===== src/rtl/rr_arbiter8.sv =====
// rr_arbiter8: eight-way round-robin arbiter with registered one-hot grant and index.
// Define RR_ARBITER8_TIMEOUT_EN to build the hold-time watchdog (limit HOLD_MAX cycles).
module rr_arbiter8 #(
  parameter int HOLD_MAX = 15
) (
  input  logic       clk,
  input  logic       reset,
  input  logic [7:0] req,
  input  logic       done,
  output logic [7:0] grant,
  output logic [2:0] grant_idx,
  output logic       grant_valid,
  output logic       timeout
);

  localparam logic [1:0] S_IDLE    = 2'd0;
  localparam logic [1:0] S_GRANT   = 2'd1;
  localparam logic [1:0] S_RELEASE = 2'd2;

  logic [1:0] state;
  logic [2:0] last;
  logic [2:0] pick_idx;
  logic [2:0] cand;
  logic       pick_found;
  logic       owner_release;
  logic       hold_expire;

  // Rotating priority search: starts one past the last owner and wraps, so the
  // last owner itself is examined last.
  always_comb begin
    // NOTE: every variable gets a default first so no path leaves it unassigned (no latch).
    pick_idx   = last;
    pick_found = 1'b0;
    cand       = last;
    for (int i = 1; i <= 8; i++) begin
      cand = last + 3'(i);
      if (!pick_found && req[cand]) begin
        pick_found = 1'b1;
        pick_idx   = cand;
      end
    end
  end

  assign owner_release = done || !req[grant_idx];

`ifdef RR_ARBITER8_TIMEOUT_EN
  localparam logic [7:0] HOLD_LIM = 8'(HOLD_MAX);

  logic [7:0] hold_cnt;

  // Counter is zero whenever not in GRANT, so it is cleared on every GRANT entry.
  assign hold_expire = (hold_cnt + 8'd1) == HOLD_LIM;

  always_ff @(posedge clk or posedge reset) begin
    if (reset) begin
      hold_cnt <= 8'd0;
      timeout  <= 1'b0;
    end else begin
      hold_cnt <= (state == S_GRANT) ? hold_cnt + 8'd1 : 8'd0;
      timeout  <= (state == S_GRANT) && !owner_release && hold_expire;
    end
  end
`else
  logic unused_hold;

  assign unused_hold = ^8'(HOLD_MAX);
  assign hold_expire = 1'b0;
  assign timeout     = 1'b0;
`endif

  always_ff @(posedge clk or posedge reset) begin
    if (reset) begin
      state       <= S_IDLE;
      grant       <= 8'h00;
      grant_idx   <= 3'd0;
      grant_valid <= 1'b0;
      last        <= 3'd7;
    end else begin
      // NOTE: sequential state uses non-blocking assignments so all registers update together.
      case (state)
        S_IDLE: begin
          if (pick_found) begin
            grant_idx   <= pick_idx;
            grant       <= 8'h01 << pick_idx;
            grant_valid <= 1'b1;
            state       <= S_GRANT;
          end
        end
        S_GRANT: begin
          if (owner_release || hold_expire) begin
            grant       <= 8'h00;
            grant_valid <= 1'b0;
            state       <= S_RELEASE;
          end
        end
        S_RELEASE: begin
          last  <= grant_idx;
          state <= S_IDLE;
        end
        default: begin
          grant       <= 8'h00;
          grant_valid <= 1'b0;
          state       <= S_IDLE;
        end
      endcase
    end
  end

endmodule


===== config.mk =====
export PLATFORM = sky130hd
export DESIGN_NAME = rr_arbiter8
export DESIGN_NICKNAME = d
export VERILOG_FILES = /design/src/rtl/rr_arbiter8.sv
export SDC_FILE = /design/constraint.sdc
export NUM_CORES = 1
export LEC_CHECK = 0
export BUFFER_PORTS_ARGS = -buffer_cell sky130_fd_sc_hd__buf_4
export CAP_MARGIN = 10
export CORE_ASPECT_RATIO = 0.6
export CORE_MARGIN = 2
export CORE_UTILIZATION = 55
export CTS_BUF_LIST = sky130_fd_sc_hd__clkbuf_16
export DETAILED_ROUTE_END_ITERATION = 8
export PLACE_DENSITY = 0.77
export RECOVER_POWER = 25
export SYNTH_ARGS = -nofsm -noshare
export SYNTH_HDL_FRONTEND = slang
export SYNTH_SLANG_ARGS = --single-unit

===== constraint.sdc =====
create_clock -name clk -period 5.8 [get_ports clk]
set_input_delay 1.16 -clock clk [delete_from_list [all_inputs] [get_ports clk]]
set_output_delay 1.16 -clock clk [all_outputs]
set_load 0.02 [all_outputs]

# After elaboration in Yosys (flattened, before gate mapping)
# Index checks and enable logic that the tools add are counted.
[totals]
reg_bits = 17
inputBits = 11
out_inout_bits = 13
wordCells = 90
[op_classes]
n_addsub = 7
magnitude_cmp = 9
n_eq_ne = 4
shifts = 1
n_mux = 43
n_bitwise = 1
n_reduce_logical = 20
[ops]
columns = ["operator", "count"]
rows = [
  ["less-than comparator 3 x 4 -> 1 bit (second input constant)", 9],
  ["binary-select mux 1 bit (select 3 bit)", 9],
  ["two-way mux 3 bit", 8],
  ["one-hot mux 8 bit (3 select lines)", 1],
  ["two-way mux 1 bit", 19],
  ["two-way mux 8 bit", 2],
  ["adder 3 bit (second input constant)", 4],
  ["zero test 1 bit", 8],
  ["left shift 1 x 3 -> 8 bit (first input constant)", 1],
  ["logical AND 1 bit", 7],
  ["adder 3 x 2 -> 3 bit (second input constant)", 2],
  ["two-way mux 2 bit", 2],
  ["inequality test 2 bit (second input constant)", 2],
  ["one-hot mux 2 bit (2 select lines)", 1],
  ["AND reduction 2 bit", 2],
  ["adder 3 x 1 -> 3 bit (second input constant)", 1],
  ["one-hot mux 1 bit (3 select lines)", 1],
  ["AND reduction 3 bit", 1],
  ["equality test 2 x 1 -> 1 bit (second input constant)", 1],
  ["equality test 2 bit (second input constant)", 1],
  ["zero test 2 bit", 1],
  ["logical OR 1 bit", 1],
  ["NOT 1 bit", 1],
]

# Depth between registers and ports, before layout
[logic_depth]
word_depth = 28
ltp_mapped = 13
mapped_depth_nobuf = 9

# Worst setup path before layout
# OpenSTA, ideal clock, no wires.
[synth_path]
kind = "reg2reg"
from = "register last[1]"
to = "register grant[1]"
setup_time_ns = 0.153
arrival_ns = 3.573
required_time_ns = 5.647
path_slack_ns = 2.075
path_stages_with_launch = 13
path_buffers = 3
period_less_slack_ns = 3.725
cell_sequence = "dfstp_2 clkbuf_1 buf_2 inv_1 ha_1 buf_2 mux2_1 mux4_2 nand2b_4 or3_1 o21a_1 mux2i_1 o32ai_1"
[synth_via]
elab_chain_len = 28
elab_cells_between_ends = 58
cone_classes = "7 x add/sub; 1 x eq/ne; 1 x shift; 34 x mux; 15 x reduce/logical"
[synth_lines]
columns = ["item", "line_no", "rtl"]
rows = [
  ["start, declared", "21", "logic [2:0] last;"],
  ["start signal, assigned", "97", "last <= grant_idx;"],
  ["adder 3 x 1 -> 3 bit", "36", "cand = last + 3'(i);"],
  ["binary-select mux 1 bit (select 3 bit)", "37", "if (!pick_found && req[cand]) begin"],
  ["two-way mux 1 bit (not written as such)", "37", ""],
  ["two-way mux 1 bit", "37", ""],
  ["zero test 1 bit", "37", ""],
  ["logical AND 1 bit", "37", ""],
  ["two-way mux 1 bit", "37", ""],
  ["zero test 1 bit", "37", ""],
  ["[... 12 more ...]", "--", ""],
  ["logical AND 1 bit", "37", ""],
  ["two-way mux 1 bit", "37", ""],
  ["zero test 1 bit", "37", ""],
  ["logical AND 1 bit", "37", ""],
  ["two-way mux 3 bit", "37", ""],
  ["left shift 1 x 3 -> 8 bit", "84", "grant <= 8'h01 << pick_idx;"],
  ["two-way mux 8 bit", "82", "if (pick_found) begin"],
  ["one-hot mux 8 bit (3 select lines)", "80", "case (state)"],
  ["end signal, assigned", "84", ""],
  ["end, declared", "10", "output logic [7:0] grant,"],
]
# Several ways; a longest one is shown, not always the timed one. The select of a mux whose other input is x is not followed.
# A chain may end at the register's enable or synchronous reset.

# Worst setup path in the final report
[layout_path]
from = "register last[0]"
to = "register grant[1]"
# Same word-level chain as after synthesis.

==> impl_metrics.toml <==
[finish]
finish.net_count = 197
n_fill_cell = 222
insertedDiodeCount = 0
fraction_of_layout_cells_with_a_size_suffix_above_1_pct = 33.9
utilization_pct = 68.1
area_growth_syn_to_layout_pct = 14.5

[worst_setup_path]
slowest_stage_delay_on_critical_path_ns = 0.91
r2r_slack_ns = 1.32
critPathArrivalTime_ns = 4.60
timing.rr.end = "grant[1]"
timing.rr.start = "last[0]"
setup.worst_path.start_class = "register"
worst-path-max-fanout = 21
critPathRequiredTime_ns = 5.92
depth_of_the_most_critical_reg_to_reg_path = 9
worstSetupPathType = "register to register"
worstSetupEndpointType = "register"
cp_cell_sequence = "inv_2 -> ha_1 -> mux2_2 -> o21ai_0 -> a22oi_1 -> nor4_4 -> a211oi_1 -> nand2b_1 -> o32ai_1"
crit_slowest_cell = "ha_1"

[min_path]
hold-path-endpoint = "grant[4]"
hp-class = "register to register"
cell_depth_of_the_worst_min_delay_path = 2
holdCritStartpoint = "grant[4]"

[clock_network]
clk_transition_reported_paths_ns = 0.05
ctsLongestPathBuffers = 2
h-tree-depth = 1
clockRootBuffer = "clkbuf_16"
post-cts-setup-buffer-count = 0
cts_repair_resize_count = 0
cts_inserted_buffers = 3
clock_insertion_delay_worst_skew_ns = 0.24
cts_sinks = 17
ctsHoldBuffers = 0
cts_tree = "built"

[yosys]
syn-mean-instance-area_sq_um = 10.7
synth_fp_nets = 178
syn_area_sq_um = 1760
number_of_instances_in_the_synthesized_netlist = 165
synth-main-ff-cell = "dfrtp_1"
ys.warnings.count = 0
yosys_register_bits = 17
synth_area_leader_cell = "dfrtp_1"
synth-edff-count = 0
yosysTopAreaCellShare_pct = 19.9
synth_top_cells_by_area = "dfrtp_1 (20%), mux4_2 (18%), mux2i_1 (7.9%)"
synth.distinct_cells = 51
seq_area_frac_synth_pct = 24.3
asyncSetResetFlopFracSynth_pct = 100

[grt]
grt_start_max_net_pins = 22
overflow = 0
vias_in_the_first_global_route = 1476
grt_antenna_before_repair = 0
global_route.usage.total_pct = 28.2
grt_pass1_wl_um = 7780

[route]
route.top_layer_used = "met4"
drt-initial-drc-count = 235
routed_via_density = 7.06
ant_nets = 0
routed_wl_um = 4930
dr_drc_count = 0
met3_wirelength_um = 512
detailroute.wirelength.met2_um = 2110
number_of_detailed_routing_iterations_run_before_antenna_repair = 5
post_drt_wl_per_cell_um = 21.9
num_vias = 1588
routedLengthMet1_um = 2210

[sta]
maxSlewHeadroom_pct = 42.0
timing_hold_violations_final = 0
final_worst_path_period_share_pct = 77.2
fmaxAchievable_ghz = 0.223
finalSetupTns_ns = 0
grt_setup_unrepaired = "no"
tightest_pin_transition_ns = 0.870
finClkSkew_ns = 0.000824
pins_over_their_slew_limit = 0
final.min_clock_period_ns = 4.48
setup_viol = 0

[floorplanning]
floorplan.initialDensity_pct = 59.5
rows = 15
die_area_sq_um = 3690
fp.coreArea_sq_um = 2970
dieHeight_um = 47.9
die_width_um = 77.1
top_level_ports = 24

[placement]
io_buffers = 22
dpl_wire_length_um = 3640
globalplace.congestion = 0.914

[status]
outcome = "complete, no violations"

[flow_run]
timing.max_cap.violations = 0
state kept, by name, indices dropped and copies added, names as in the netlist:
| name | flops |
|---|---|
| state | 2 |
| grant_valid | 1 |
| grant | 8 |
| last | 3 |
| grant_idx | 3 |
through the flow:
step                hold WS [ns]  area (sq um)  cells  worst slack, ns
floorplan                  0.582          1760    165             2.07
global placement           0.508          1940    221             1.70
detailed placement         0.518          1940    221             1.51
CTS                        0.530          2020    225             1.45
global route               0.546          2020    225             1.13
finish                     0.529          2020    225             1.32
synth_stat cells, drive strengths merged, types with 2 or more instances:
master / count
a2111oi: 5
a211oi: 2
a21o: 2
a221oi: 3
a31oi: 3
buf: 6
clkbuf: 2
dfrtp: 14
dfstp: 3
ha: 2
inv: 15
mux2: 15
mux2i: 14
mux4: 14
nand2: 4
nand2b: 3
nor2: 9
nor2b: 4
nor3: 2
o21a: 2
o21ai: 6
o221ai: 2
o22ai: 2
o31ai: 2
o32ai: 8
xnor2: 2
how the worst max path moves through the flow:
stage | startpoint | endpoint | slack, ns | cells after the start
CTS | last[0] | grant[1] | 1.45 | 9
floorplan | last[1] | grant[1] | 2.07 | 12
global placement | last[0] | grant[1] | 1.70 | 9
detailed placement | last[0] | grant[1] | 1.51 | 9
finish | last[0] | grant[1] | 1.32 | 9
global route | last[0] | grant[1] | 1.13 | 9
cells in the final DEF (no fill, tap or decap), types with 4 or more instances in the layout:
cell type  instances
dfrtp_1           14
nand2_1            4
mux2i_1           14
buf_4             21
o32ai_1            8
mux4_2            14
nor2b_1            4
o21ai_0            5
mux2_2            12
nor2_1             9
inv_1             14
kinds of logic after synthesis:
kind of cell / share of synthesized area, %
compound gates: 21.8
mux: 35.4
simple gates: 9.29
xor+xnor: 1.92
buf+inv: 5.60
other cells: 0.213
fa+ha+maj: 1.42
flops: 24.3
cell type report:
| class | count | area (sq um) | area share, % |
|---|---|---|---|
| tap | 42 | 52.6 | 2.60 |
| clock buffer | 3 | 75.1 | 3.72 |
| timing repair buffer | 22 | 165 | 8.18 |
| inverter | 15 | 56.3 | 2.79 |
| clock inverter | 1 | 5.00 | 0.248 |
| sequential | 17 | 429 | 21.3 |
| multi-input combinational | 125 | 1240 | 61.2 |
routing by layer:
| metal | vias up | global-route usage [%] |
|---|---|---|
| met5 | - | 0 |
| met4 | 0 | 4.29 |
| met3 | 19 | 7.36 |
| met2 | 107 | 45.3 |
| met1 | 760 | 40.3 |
| li1 | 702 | - |
critical path: cells and delay by family, from the launching register on:
kind	cells	cell delay, ns
buffers and inverters	1	0.19
multiplexers	1	0.46
AND/OR/NAND/NOR	2	0.81
AO/OA/AOI/OAI	4	1.18
flip-flops	1	0.80
adder cells (fa/ha/maj)	1	0.91
Power is not shown: default switching activity piles up to over one toggle a cycle in this logic, so the estimate is an artifact.
